**config.mk**
```make
export PLATFORM = sky130hd
export DESIGN_NAME = instr_fetch
export DESIGN_NICKNAME = d
export VERILOG_FILES = /design/src/rtl/instr_fetch.sv
export SDC_FILE = /design/constraint.sdc
export NUM_CORES = 1
export LEC_CHECK = 0
export BUFFER_PORTS_ARGS = -buffer_cell sky130_fd_sc_hd__buf_2
export CORE_MARGIN = 2
export CORE_UTILIZATION = 35
export CTS_BUF_LIST = sky130_fd_sc_hd__clkbuf_8
export DETAILED_ROUTE_END_ITERATION = 16
export GPL_ROUTABILITY_DRIVEN = 0
export PLACE_DENSITY = 0.56
export SETUP_SLACK_MARGIN = 0.4
export SLEW_MARGIN = 20
export SYNTH_ARGS = -nofsm -noshare
export SYNTH_HDL_FRONTEND = slang
export SYNTH_SLANG_ARGS = --single-unit
```
**constraint.sdc**
```tcl
create_clock -name clk -period 2.05 [get_ports clk]
set_input_delay 0.3075 -clock clk [delete_from_list [all_inputs] [get_ports clk]]
set_output_delay 0.3075 -clock clk [all_outputs]
set_load 0.02 [all_outputs]
```
**src/rtl/instr_fetch.sv**
```systemverilog
// Fetch stage: owns the PC, addresses a combinational instruction memory and
// hands {pc, instr} to decode over valid/ready, with redirect, halt and counting.
module instr_fetch #(
    parameter logic [31:0] RESET_PC   = 32'h0000_0000,
    parameter logic [31:0] HALT_INSTR = 32'h0000_0073
) (
    input  logic        clk,
    input  logic        rst,
    output logic [31:0] imem_addr,
    input  logic [31:0] imem_data,
    input  logic        redirect_valid,
    input  logic [31:0] redirect_pc,
    output logic        out_valid,
    input  logic        out_ready,
    output logic [31:0] out_pc,
    output logic [31:0] out_instr,
    output logic        halted,
    output logic        misalign_err,
    output logic [31:0] fetch_count
);

    localparam int unsigned XLEN = 32;

    typedef enum logic {
        S_RUN  = 1'b0,
        S_HALT = 1'b1
    } state_e;

    state_e            state_q, state_d;
    logic [XLEN-1:0]   pc_q, pc_d;
    logic              out_valid_q, out_valid_d;
    logic [XLEN-1:0]   out_pc_q, out_pc_d;
    logic [XLEN-1:0]   out_instr_q, out_instr_d;
    logic              halted_q, halted_d;
    logic              misalign_q, misalign_d;
    logic [XLEN-1:0]   count_q, count_d;
    logic              accept_c;
    logic              load_c;

    // State register; synchronous reset discards any stall or halt in progress.
    always_ff @(posedge clk) begin
        if (rst) begin
            state_q     <= S_RUN;
            pc_q        <= RESET_PC;
            out_valid_q <= 1'b0;
            out_pc_q    <= '0;
            out_instr_q <= '0;
            halted_q    <= 1'b0;
            misalign_q  <= 1'b0;
            count_q     <= '0;
        end else begin
            state_q     <= state_d;
            pc_q        <= pc_d;
            out_valid_q <= out_valid_d;
            out_pc_q    <= out_pc_d;
            out_instr_q <= out_instr_d;
            halted_q    <= halted_d;
            misalign_q  <= misalign_d;
            count_q     <= count_d;
        end
    end

    // Next-state: redirect flushes, otherwise load when the output slot frees up.
    always_comb begin
        state_d     = state_q;
        pc_d        = pc_q;
        out_valid_d = out_valid_q;
        out_pc_d    = out_pc_q;
        out_instr_d = out_instr_q;
        halted_d    = halted_q;
        misalign_d  = 1'b0;
        count_d     = count_q;

        accept_c = out_valid_q & out_ready;
        load_c   = (state_q == S_RUN) & (~out_valid_q | out_ready) & ~redirect_valid;

        // An accept coinciding with a redirect was still delivered, so it counts.
        if (accept_c) begin
            count_d = count_q + XLEN'(1);
        end

        if (redirect_valid) begin
            pc_d        = {redirect_pc[XLEN-1:2], 2'b00};
            out_valid_d = 1'b0;
            state_d     = S_RUN;
            halted_d    = 1'b0;
            misalign_d  = |redirect_pc[1:0];
        end else if (load_c) begin
            out_instr_d = imem_data;
            out_pc_d    = pc_q;
            out_valid_d = 1'b1;
            pc_d        = pc_q + XLEN'(4);
            if (imem_data == HALT_INSTR) begin
                state_d  = S_HALT;
                halted_d = 1'b1;
            end
        end else if (accept_c) begin
            out_valid_d = 1'b0;
        end
    end

    assign imem_addr    = pc_q;
    assign out_valid    = out_valid_q;
    assign out_pc       = out_pc_q;
    assign out_instr    = out_instr_q;
    assign halted       = halted_q;
    assign misalign_err = misalign_q;
    assign fetch_count  = count_q;

endmodule

```
* Word level (Yosys, flattened, before mapping)
Cells that the tools add are included.
** Operators by class
- Muxes and demuxes :: 4
- $add $sub $neg :: 2
- Eq/ne operators :: 1
- Reduce and logical (&&, ||, !) cells :: 7
- Bitwise gates (word level) :: 7
** Operators by type and width (number)
- 32-bit two-way mux :: 2
- 32-bit by 1-bit adder with 32-bit output, second input constant :: 1
- 32-bit by 3-bit adder with 32-bit output, second input constant :: 1
- 32-bit by 7-bit equality test with 1-bit output, second input constant :: 1
- 2-bit OR reduction :: 3
- 2-bit AND reduction :: 2
- 2-bit nonzero test :: 2
- 1-bit AND :: 3
- 1-bit inverter :: 3
- 1-bit two-way mux :: 2
- 1-bit bitwise OR :: 1
** Word-level totals
- Output and inout port bits :: 131
- Bits in registers :: 131

* Logic depth before layout (Yosys ltp)
- Word-level depth :: 6
- Mapped depth :: 7
- Gate-level depth less buffers :: 5

* Least setup slack after synthesis
OpenSTA, ideal clock, no wires.
- Path type :: register to register
- Start :: reg pc_q[2], in the netlist imem_addr[2]
- End :: reg pc_q[24], in the netlist imem_addr[24]
- Stages on the path, launching flop included :: 7
- Library setup time :: 0.112 ns
- Path slack :: 0.077 ns
- Arrival time :: 1.861 ns
- Cells stage by stage :: dfxtp_1 -> ha_1 -> nand3_1 -> or2_2 -> buf_2 -> o31a_1 -> a2111oi_1
** Between the ends
- Word-level cells in the longest chain between the ends :: 3
** Ends and longest elaborated chain
- from (decl) :: line 30 : logic [XLEN-1:0] pc_q, pc_d;
- from (signal assigned) :: line 53 : pc_q <= pc_d;
- 32-bit by 3-bit adder with 32-bit output :: line 92 : pc_d = pc_q + XLEN'(4);
- 32-bit two-way mux :: line 88 : end else if (load_c) begin
- 32-bit two-way mux :: line 82 : if (redirect_valid) begin
Every way passes these cells. The select of a mux whose other input is x is not followed.
A chain may end at the register's enable or synchronous reset.

* Worst setup path in the final report
- Start :: reg pc_q[2], in the netlist imem_addr[2]
- End :: reg pc_q[14], in the netlist imem_addr[14]
The elaborated chain is that of the path after synthesis.

==> results.toml <==
[run_status]
status = "finished clean"

[critical_path]
startpoint_type = "flop"
crit_slowest_cell = "or4_1"
endpoint_kind = "flop"
cp_max_fo = 5
reg2reg_depth = 5
path_cells = "ha_4 -> nand3_4 -> or2_4 -> or4_1 -> a311oi_2"
rrSetupSlack_ns = 0.29
critical_path_class = "reg -> reg"
cpPeakStageDelay_ns = 0.50
r2r_end = "imem_addr[14]$_SDFFE_PP0P_"
reg2reg_from = "imem_addr[2]$_SDFFE_PP0P_"
worstPathArrival_ns = 2.11
cp.required_ns = 2.40

[placement]
port_buffers = 194
dp_hpwl_um = 12900
dpl_cell_area_um2 = 7280

[global_route]
grt_util_all_layers_pct = 21.2
grt_pass1_wl_um = 29900
grt_max_degree = 55
grt_pass1_vias = 5818
grt_antenna_before_repair = 1
grt-ovfl-total = 0

[timing]
period_share_pct = 85.7
finalSetupViolations = 0
rsz0062_at_grt = "true"
hold_viol_final = 0
fmax_ghz = 0.569
clock_skew_ns = 0.0126
fin_crit_ns = 1.76
slew_viol_final = 0
finalSetupTns_ns = 0

[logic_synthesis]
syn-cell-area_um2 = 5780
synth_seq_cells = 127
synth_edf_count = 0
syn_inst = 725
synth_ff_type = "dfxtp_1"
async_flop_share_pct = 0
synth_cell_type_count = 50
yosysSeqAreaShare_pct = 44.0
yosysWarnings = 0
synth_area_per_cell_um2 = 7.97

[die]
die_h_um = 133
dieWidth_um = 133
io_pins = 199
start_util_pct = 36.1
dieArea_um2 = 17600
coreArea_um2 = 16000
rows = 46

[worst_hold_path]
hold_end = "out_instr[21]$_SDFFE_PP0P_"
hold_class = "in -> reg"
hp-start = "imem_data[21]"
hold_depth = 3

[detailed_routing]
wl_per_cell_um = 16.6
ant_nets = 0
firstDrtPassIters = 5
drt_iter0_drc = 343
routed-via-count = 6378
viasPerCell = 5.33
wirelength_um = 19900
drc = 0

[clock_network]
h-tree-depth = 4
cts.sinks = 127
cts_hold_buf = 0
cts_tree = "yes"
insertion_delay_ns = 0.45
clkSlewWorstSetupHoldPaths_ns = 0.08
numCtsBuffers = 17
ctsRootBufferMaster = "clkbuf_8"
cts.path.max_buffers = 2

[power_and_ir_drop]
leakage_nw = 3.49
intPower_mw = 4.08
power_mw = 5.71
p_clk_share_pct = 39.1
p_sw_mw = 1.63
pwr-share-seq_pct = 46.8
p_per_area_nw_per_um2 = 679
p_sw_share_pct = 28.5
vdd_drop_max_v = 0.000527
combPwrFrac_pct = 14.1

[flow_run]
drv_cap = 0

[finish]
final_area_um2 = 8400
fillers = 1571
drive_gt1_share_pct = 42.2
syn_to_final_growth_pct = 45.3
num-nets-final = 1037
-- cells in the final DEF (no fill, tap or decap), types with 6 or more instances in the layout --
cell type  netlist  layout
nor2b_1          9       8
inv_1           11      12
nor3_1           9       7
nor2_1          44      43
buf_2            4     193
buf_4            5      65
buf_6            0       9
a21oi_1         83      78
o21ai_0         15      12
xnor2_1          7       7
nand2_1        144     144
a211oi_1         9       9
xor2_1          10      10
o31ai_1         15       9
nor4_1          17      10
and4_1           9       6
or3_1           18      15
dfxtp_1        127      83
dfxtp_2          0      28
nand3_1         33      27
nand4_1         21      21
a311oi_1        10       8
and3_1          12      12
dfxtp_4          0      16
clkbuf_8         0      21
or4_1           12       7
-- area by class of cell --
type,count,area (µm²),share of cell area (%)
inverter,11,41.3,0.491
sequential,127,2640,31.4
clock inverter,11,109,1.30
timing repair buffer,273,1680,20.0
clock buffer,21,289,3.44
multi-input combinational,537,3370,40.1
tap,216,270,3.22
antenna,1,2.50,0.0298
-- repair_timing --
item / 4_1_cts / 5_1_grt
resized for setup: 26 / 61
endpoints found under the setup margin: 33 / 63
pin swaps: 29 / 24
setup buffers: 24 / 11
gates cloned: 5 / 3
-- kinds of logic after synthesis --
group	Yosys count	share of synthesized area (%)
buffers and inverters	68	4.85
other	1	0.0649
adder cells (fa/ha/maj)	2	0.433
AO/OA/AOI/OAI	161	17.8
multiplexers	4	0.779
flip-flops	127	44.0
XOR/XNOR	17	2.58
AND/OR/NAND/NOR	345	29.5
-- synthesized netlist by cell type (all sizes together) (11+ instances only) --
| master | count | area share (%) |
|---|---|---|
| a21oi | 83 | 7.2 |
| and3 | 12 | 1.3 |
| buf | 12 | 1.2 |
| clkbuf | 45 | 2.9 |
| dfxtp | 127 | 44 |
| inv | 11 | 0.71 |
| nand2 | 144 | 9.3 |
| nand3 | 33 | 2.9 |
| nand4 | 22 | 2.5 |
| nor2 | 44 | 2.9 |
| nor4 | 17 | 1.8 |
| o21ai | 15 | 1.3 |
| o31ai | 15 | 1.9 |
| or3 | 18 | 1.9 |
| or4 | 12 | 1.6 |
-- critical path: cells and delay by family (launching register included) --
| kind | cells | cell delay, ns |
|---|---|---|
| simple gates | 3 | 0.87 |
| flops | 1 | 0.38 |
| fa+ha+maj | 1 | 0.16 |
| compound gates | 1 | 0.27 |
-- routing by layer --
| metal | vias to the layer above | track usage [%] | share of wire [%] |
|---|---|---|---|
| met5 | - | 0 | 0 |
| met4 | 0 | 6.69 | 1.3 |
| met3 | 24 | 5.79 | 6.6 |
| met2 | 220 | 33.2 | 47 |
| met1 | 3022 | 28.3 | 45 |
| li1 | 3112 | - | - |
-- how the worst max path moves through the flow --
stage                                            from  cells after the start  slack [ns]                            to
final                       imem_addr[2]$_SDFFE_PP0P_                      5        0.29    imem_addr[14]$_SDFFE_PP0P_
after global routing      fetch_count[6]$_SDFFE_PP0P_                      6        0.26  fetch_count[18]$_SDFFE_PP0P_
after CTS                      out_valid$_SDFFE_PP0P_                      5        0.33    imem_addr[16]$_SDFFE_PP0P_
after detailed placement                    out_ready                      6        0.08    imem_addr[11]$_SDFFE_PP0P_
after global placement                      out_ready                      6        0.12    imem_addr[11]$_SDFFE_PP0P_
after floorplan            imem_addr[11]$_SDFFE_PP0P_                      6        0.22    imem_addr[26]$_SDFFE_PP0P_
-- power by group through the flow --
stage          Combinational (mW)  Sequential, mW  Clock (mW)
2_1_floorplan               0.304            2.84           0
3_3_place_gp                0.738            2.73           0
3_5_place_dp                0.736            2.73           0
4_1_cts                     0.769            2.67        2.29
5_1_grt                     0.874            2.69        2.39
6_report                    0.808            2.67        2.23
-- registers in the layout, summed over array words and instances (netlist names) --
name,count
imem_addr,30
fetch_count,32
misalign_err,1
out_valid,1
out_pc,30
out_instr,32
halted,1
-- through the flow --
step	utilization [%]	hold WS (ns)	setup WS, ns	instances
2_1_floorplan	-	0.442	0.224	728
3_3_place_gp	45.5	0.438	0.120	1121
3_5_place_dp	45.5	0.443	0.0753	1121
4_1_cts	50.0	0.0778	0.326	1182
5_1_grt	52.5	0.0897	0.259	1196
6_report	52.5	0.104	0.292	1197
No activity file was read; power rests on OpenSTA's default activity.
